File: src/rtl/ram_bist.sv
// March C- built-in self-test controller for a single-port RAM with registered read data.
// Optional mismatch counter output err_count is enabled by defining RAM_BIST_ERRCNT_EN.
module ram_bist #(
    parameter int DATA_WIDTH = 8,
    parameter int ADDR_WIDTH = 4
) (
    input  logic                  clk,
    input  logic                  rst_n,
    input  logic                  start,
    output logic                  busy,
    output logic                  done,
    output logic                  pass,
    output logic [ADDR_WIDTH-1:0] fail_addr,
    output logic [DATA_WIDTH-1:0] fail_data,
    output logic [2:0]            fail_elem,
`ifdef RAM_BIST_ERRCNT_EN
    output logic [ADDR_WIDTH+2:0] err_count,
`endif
    output logic                  mem_we,
    output logic                  mem_re,
    output logic [ADDR_WIDTH-1:0] mem_addr,
    output logic [DATA_WIDTH-1:0] mem_din,
    input  logic [DATA_WIDTH-1:0] mem_dout
);

    typedef enum logic [2:0] {
        S_IDLE, S_E0, S_E1, S_E2, S_E3, S_E4, S_E5, S_DONE
    } state_t;

    typedef enum logic { PH_RD, PH_CHK } phase_t;

    localparam logic [ADDR_WIDTH-1:0] ADDR_LAST = '1;
    localparam logic [ADDR_WIDTH-1:0] ADDR_ONE  = ADDR_WIDTH'(1);
    localparam logic [ADDR_WIDTH+2:0] CNT_ONE   = (ADDR_WIDTH + 3)'(1);

    state_t                  state_q, state_d;
    phase_t                  phase_q, phase_d;
    logic [ADDR_WIDTH-1:0]   addr_q, addr_d;
    logic                    err_q, err_d;
    logic                    busy_q, busy_d;
    logic                    done_q, done_d;
    logic                    pass_q, pass_d;
    logic [ADDR_WIDTH-1:0]   fail_addr_q, fail_addr_d;
    logic [DATA_WIDTH-1:0]   fail_data_q, fail_data_d;
    logic [2:0]              fail_elem_q, fail_elem_d;
    logic [ADDR_WIDTH+2:0]   cnt_q, cnt_d;

    logic                    in_march, descending, we_raw, re_raw, mismatch;
    logic [2:0]              elem;
    logic [DATA_WIDTH-1:0]   exp_val, wr_val;
    logic [ADDR_WIDTH-1:0]   end_addr;

    // Per-element background decode: what a read must return and what the CHK cycle writes back.
    always_comb begin
        in_march   = 1'b0;
        descending = 1'b0;
        elem       = 3'd0;
        exp_val    = '0;
        wr_val     = '0;
        case (state_q)
            S_E1: begin in_march = 1'b1; elem = 3'd1; exp_val = '0; wr_val = '1; end
            S_E2: begin in_march = 1'b1; elem = 3'd2; exp_val = '1; wr_val = '0; end
            S_E3: begin in_march = 1'b1; elem = 3'd3; exp_val = '0; wr_val = '1; descending = 1'b1; end
            S_E4: begin in_march = 1'b1; elem = 3'd4; exp_val = '1; wr_val = '0; descending = 1'b1; end
            S_E5: begin in_march = 1'b1; elem = 3'd5; exp_val = '0; descending = 1'b1; end
            default: ;
        endcase
        end_addr = descending ? '0 : ADDR_LAST;

        we_raw  = 1'b0;
        re_raw  = 1'b0;
        mem_din = '0;
        if (state_q == S_E0) begin
            we_raw = 1'b1;
        end else if (in_march) begin
            if (phase_q == PH_RD) begin
                re_raw = 1'b1;
            end else if (state_q != S_E5) begin
                we_raw  = 1'b1;
                mem_din = wr_val;
            end
        end
        mem_we   = we_raw & rst_n;
        mem_re   = re_raw & rst_n;
        mem_addr = addr_q;
        mismatch = in_march && (phase_q == PH_CHK) && (mem_dout != exp_val);
    end

    always_comb begin
        state_d     = state_q;
        phase_d     = phase_q;
        addr_d      = addr_q;
        err_d       = err_q;
        busy_d      = busy_q;
        done_d      = done_q;
        pass_d      = pass_q;
        fail_addr_d = fail_addr_q;
        fail_data_d = fail_data_q;
        fail_elem_d = fail_elem_q;
        cnt_d       = cnt_q;

        // Only the first mismatch is captured; the run always continues to the end.
        if (mismatch) begin
            if (!err_q) begin
                fail_addr_d = addr_q;
                fail_data_d = mem_dout;
                fail_elem_d = elem;
            end
            err_d = 1'b1;
            if (cnt_q != '1) cnt_d = cnt_q + CNT_ONE;
        end

        case (state_q)
            S_IDLE, S_DONE: begin
                if (start) begin
                    state_d     = S_E0;
                    phase_d     = PH_RD;
                    addr_d      = '0;
                    err_d       = 1'b0;
                    busy_d      = 1'b1;
                    done_d      = 1'b0;
                    pass_d      = 1'b0;
                    fail_addr_d = '0;
                    fail_data_d = '0;
                    fail_elem_d = 3'd0;
                    cnt_d       = '0;
                end
            end
            S_E0: begin
                if (addr_q == ADDR_LAST) begin
                    state_d = S_E1;
                    addr_d  = '0;
                end else begin
                    addr_d = addr_q + ADDR_ONE;
                end
            end
            default: begin
                if (phase_q == PH_RD) begin
                    phase_d = PH_CHK;
                end else begin
                    phase_d = PH_RD;
                    if (addr_q != end_addr) begin
                        addr_d = descending ? addr_q - ADDR_ONE : addr_q + ADDR_ONE;
                    end else begin
                        state_d = state_t'(state_q + 3'd1);
                        addr_d  = (state_q == S_E1) ? '0 : ADDR_LAST;
                        if (state_q == S_E5) begin
                            addr_d = '0;
                            busy_d = 1'b0;
                            done_d = 1'b1;
                            pass_d = ~err_d;
                        end
                    end
                end
            end
        endcase
    end

    always_ff @(posedge clk or negedge rst_n) begin
        if (!rst_n) begin
            state_q     <= S_IDLE;
            phase_q     <= PH_RD;
            addr_q      <= '0;
            err_q       <= 1'b0;
            busy_q      <= 1'b0;
            done_q      <= 1'b0;
            pass_q      <= 1'b0;
            fail_addr_q <= '0;
            fail_data_q <= '0;
            fail_elem_q <= 3'd0;
            cnt_q       <= '0;
        end else begin
            state_q     <= state_d;
            phase_q     <= phase_d;
            addr_q      <= addr_d;
            err_q       <= err_d;
            busy_q      <= busy_d;
            done_q      <= done_d;
            pass_q      <= pass_d;
            fail_addr_q <= fail_addr_d;
            fail_data_q <= fail_data_d;
            fail_elem_q <= fail_elem_d;
            cnt_q       <= cnt_d;
        end
    end

    assign busy      = busy_q;
    assign done      = done_q;
    assign pass      = pass_q;
    assign fail_addr = fail_addr_q;
    assign fail_data = fail_data_q;
    assign fail_elem = fail_elem_q;
`ifdef RAM_BIST_ERRCNT_EN
    assign err_count = cnt_q;
`else
    logic unused_cnt;
    assign unused_cnt = ^cnt_q;
`endif

endmodule

File: config.mk
export PLATFORM = sky130hd
export DESIGN_NAME = ram_bist
export DESIGN_NICKNAME = d
export VERILOG_FILES = /design/src/rtl/ram_bist.sv
export SDC_FILE = /design/constraint.sdc
export NUM_CORES = 1
export LEC_CHECK = 0
export CORE_MARGIN = 4
export CORE_UTILIZATION = 44
export DETAILED_ROUTE_END_ITERATION = 7
export PLACE_DENSITY_LB_ADDON = 0.12
export SLEW_MARGIN = 40
export SYNTH_ARGS = -nofsm -noshare
export SYNTH_HDL_FRONTEND = slang
export SYNTH_SLANG_ARGS = --single-unit
File: constraint.sdc
create_clock -name clk -period 3 [get_ports clk]
set_input_delay 0.9 -clock clk [delete_from_list [all_inputs] [get_ports clk]]
set_output_delay 0.9 -clock clk [all_outputs]
set_load 0.03 [all_outputs]
==> flow_summary.json <==
{
  "fin_hold_ws_ps": 519,
  "utilization_pct": 59.9,
  "synthFlopType": "dfrtp_1",
  "grt-ovfl-total": 0,
  "cp.arrival_ps": 1960,
  "initial_core_util_pct": 45.7,
  "numPortBuffers": 42,
  "tightest_slew_ps": 512,
  "pre_cts_ws_ps": 200,
  "required_ps": 2100,
  "wire_per_inst_um": 15.2,
  "dr_wl_met2_mm": 1.92,
  "synth_mux_area_share_pct": 12.1,
  "cts_buffers": 3,
  "clkSinkCount": 27,
  "worst_slack_ps": 141,
  "diodes": 0,
  "power.internal_uw": 506,
  "clkPwrFrac_pct": 31.0,
  "final.period_utilization_pct": 95.3,
  "finalClockSkew_ps": 1.33,
  "synth_cell_type_count": 43,
  "finalWirelength_mm": 4.12,
  "synth_fa_ha_area_share_pct": 6.68,
  "netlist_area_um2": 1690,
  "path_max_fanout": 8,
  "via_count": 1480,
  "worstSetupStartpointType": "register",
  "die_y_um": 69.9,
  "path_class": "reg -> out",
  "via_per_inst": 5.48,
  "swShare_pct": 24.4,
  "synthArstFlopShare_pct": 100,
  "setup_viol": 0,
  "met1Wirelength_mm": 1.94,
  "path_clk_slew_ps": 90,
  "ios": 43,
  "max_clock_freq_mhz": 350,
  "synth_edf_count": 0,
  "rsz0062_at_grt": "false",
  "crit_chain": "inv_1 > ha_1 > and2_2 > o21ai_4 > nor4_4 > buf_4 > buf_4",
  "slew_violations": 0,
  "fin_nets": 243,
  "p_sw_uw": 163,
  "syn_nets": 198,
  "cp_slowest_stage_delay_ps": 430,
  "maxCapViolCount": 0,
  "relSlewSlack_pct": 65.9,
  "p_seq_share_pct": 56.6,
  "grtUsageTotal_pct": 17.9,
  "crit_top_cell": "buf_4",
  "antenna_found_initial": 0,
  "clock_path_buffers": 2,
  "fp.dieArea_um2": 4890,
  "highest_layer": "met4",
  "antenna_left": 0,
  "row_count": 22,
  "met3_length_um": 209,
  "period_minus_slack_ps": 2860,
  "worstSetupEndpointType": "primary output",
  "die_x_um": 69.9,
  "grt_pass1_vias": 1519,
  "cts_tree": "yes",
  "yosys_warnings": 0,
  "synthSimpleGateAreaFrac_pct": 17.7,
  "p_leak_uw": 0.000944,
  "synthToLayoutAreaGrowth_pct": 31.1,
  "dr.pass1.iters": 4,
  "cts_max_level": 1,
  "power.density_nw_per_um2": 303,
  "grt_pass1_wl_mm": 7.29,
  "root_buffer": "clkbuf_8",
  "hold_viol": 0,
  "place.gp.congestion": 0.894,
  "syn_avg_cell_area_um2": 9.48,
  "drive_above_1_share_pct": 14.0,
  "status": "completed",
  "drc": 0,
  "slowest_stage": "dfrtp_1",
  "dp_hpwl_mm": 3.22,
  "comb_power_share_pct": 12.5,
  "ir_drop_mv": 0.260,
  "synth_cells": 178,
  "fin_setup_tns_ps": 0,
  "holdBufCountCts": 0,
  "nFillCells": 349,
  "hold_class": "reg -> reg",
  "synth_top_family_by_area": "simple AND/OR/NAND/NOR gates",
  "ys_seq_area_share_pct": 40.1,
  "grt_max_degree": 19,
  "synthXorXnorAreaFrac_pct": 1.04,
  "synth_compound_area_share_pct": 15.4,
  "core_um2": 3690,
  "yosys_register_bits": 27,
  "initialDrtViolationCount": 74,
  "clock_latency_ps": 270
}
per-stage QoR:
stage	instance area (um^2)	std cells	total power (uW)
floorplan	1700	178	419
global placement	2150	265	469
detailed placement	2150	265	471
CTS	2190	269	675
global route	2210	270	702
finish	2210	270	670
repair_timing:
item,4_1_cts,5_1_grt
pin swaps,1,1
gates resized for setup,1,2
setup endpoints to repair,9,9
buffers inserted,0,1
placed cells by master (no fill, tap or decap), types with 3 or more instances in the layout:
cell type        Yosys  final
inv_1               11     11
mux2_2               3      3
o21ai_0             10      9
mux2i_1             17     17
nand4_1              3      3
clkbuf_8             0      3
nand2_1              7      7
clkdlybuf4s50_1      0     32
ha_1                 9      9
buf_4                7     20
a211oi_1             3      3
nor3_1               4      4
dfrtp_1             27     27
nor2_1              26     26
a21oi_1             10     10
power groups by stage:
| stage | clock network (uW) | logic (uW) | registers (uW) |
|---|---|---|---|
| finish | 207 | 83.6 | 379 |
| global route | 231 | 90.6 | 380 |
| CTS | 211 | 85.3 | 379 |
| detailed placement | 0 | 84.9 | 386 |
| global placement | 0 | 83.1 | 386 |
| floorplan | 0 | 12.5 | 407 |
Yosys cell counts, types with 2 or more instances:
library cell,count,area share [%]
dfrtp_1,27,40
nor2_1,26,5.8
mux2i_1,17,10
inv_1,11,2.4
a21oi_1,10,3.0
o21ai_0,10,3.0
ha_1,9,6.7
buf_4,7,3.1
nand2_1,7,1.6
clkbuf_1,4,0.89
nor3_1,4,1.2
a211oi_1,3,1.3
mux2_2,3,2.0
nand4_1,3,1.1
nor4_1,3,1.1
a22o_1,2,1.0
and2_1,2,0.74
nand3_1,2,0.59
o21a_1,2,0.89
o22ai_1,2,0.74
xnor2_1,2,1.0
layer usage:
metal | track usage (%) | up-vias
li1 | - | 720
met1 | 25.1 | 723
met2 | 27.7 | 32
met3 | 4.03 | 5
met4 | 5.11 | 0
met5 | 0 | -
path summary, 6_finish.rpt:
kind / slack, ps / from / depth (start not counted) / end
max: 140 / state_q[0] / 7 / mem_din[3]
min: 520 / pass / 1 / pass
max reg2reg: 240 / state_q[0] / 9 / state_q[2]
min reg2reg: 520 / pass / 1 / pass
max in group asynchronous: 1760 / rst_n / 2 / fail_data[5]
min in group asynchronous: 990 / rst_n / 2 / fail_elem[0]
state kept, by name, summed over array words and instances, names as in the netlist:
name       cells
fail_data      8
fail_addr      4
mem_addr       4
fail_elem      3
state_q        3
busy           1
done           1
err_q          1
pass           1
phase_q        1
critical path: cells and delay by family, from the launching register on:
family	cells	cell delay [ps]
adders and majority gates	1	200
AOI/OAI and AO/OA	1	100
DFF	1	430
buffers and inverters	3	450
and+or+nand+nor	2	490
cell type report:
| type | count | area [um^2] | share of cell area, % |
|---|---|---|---|
| Sequential cell | 27 | 676 | 30.6 |
| Clock buffer | 4 | 45.0 | 2.04 |
| Inverter | 11 | 41.3 | 1.87 |
| Tap cell | 48 | 60.1 | 2.72 |
| Timing Repair Buffer | 52 | 470 | 21.3 |
| Multi-Input combinational cell | 128 | 918 | 41.5 |
logic make-up (layout without fill, tap and decap cells):
family / after synthesis / in the layout
adders and majority gates: 9 / 9
and+or+nand+nor: 57 / 57
AOI/OAI and AO/OA: 40 / 40
buffers and inverters: 23 / 67
xor gates and xnor gates: 2 / 2
muxes: 20 / 20
DFF: 27 / 27
Power figures use the tool's default switching activity.
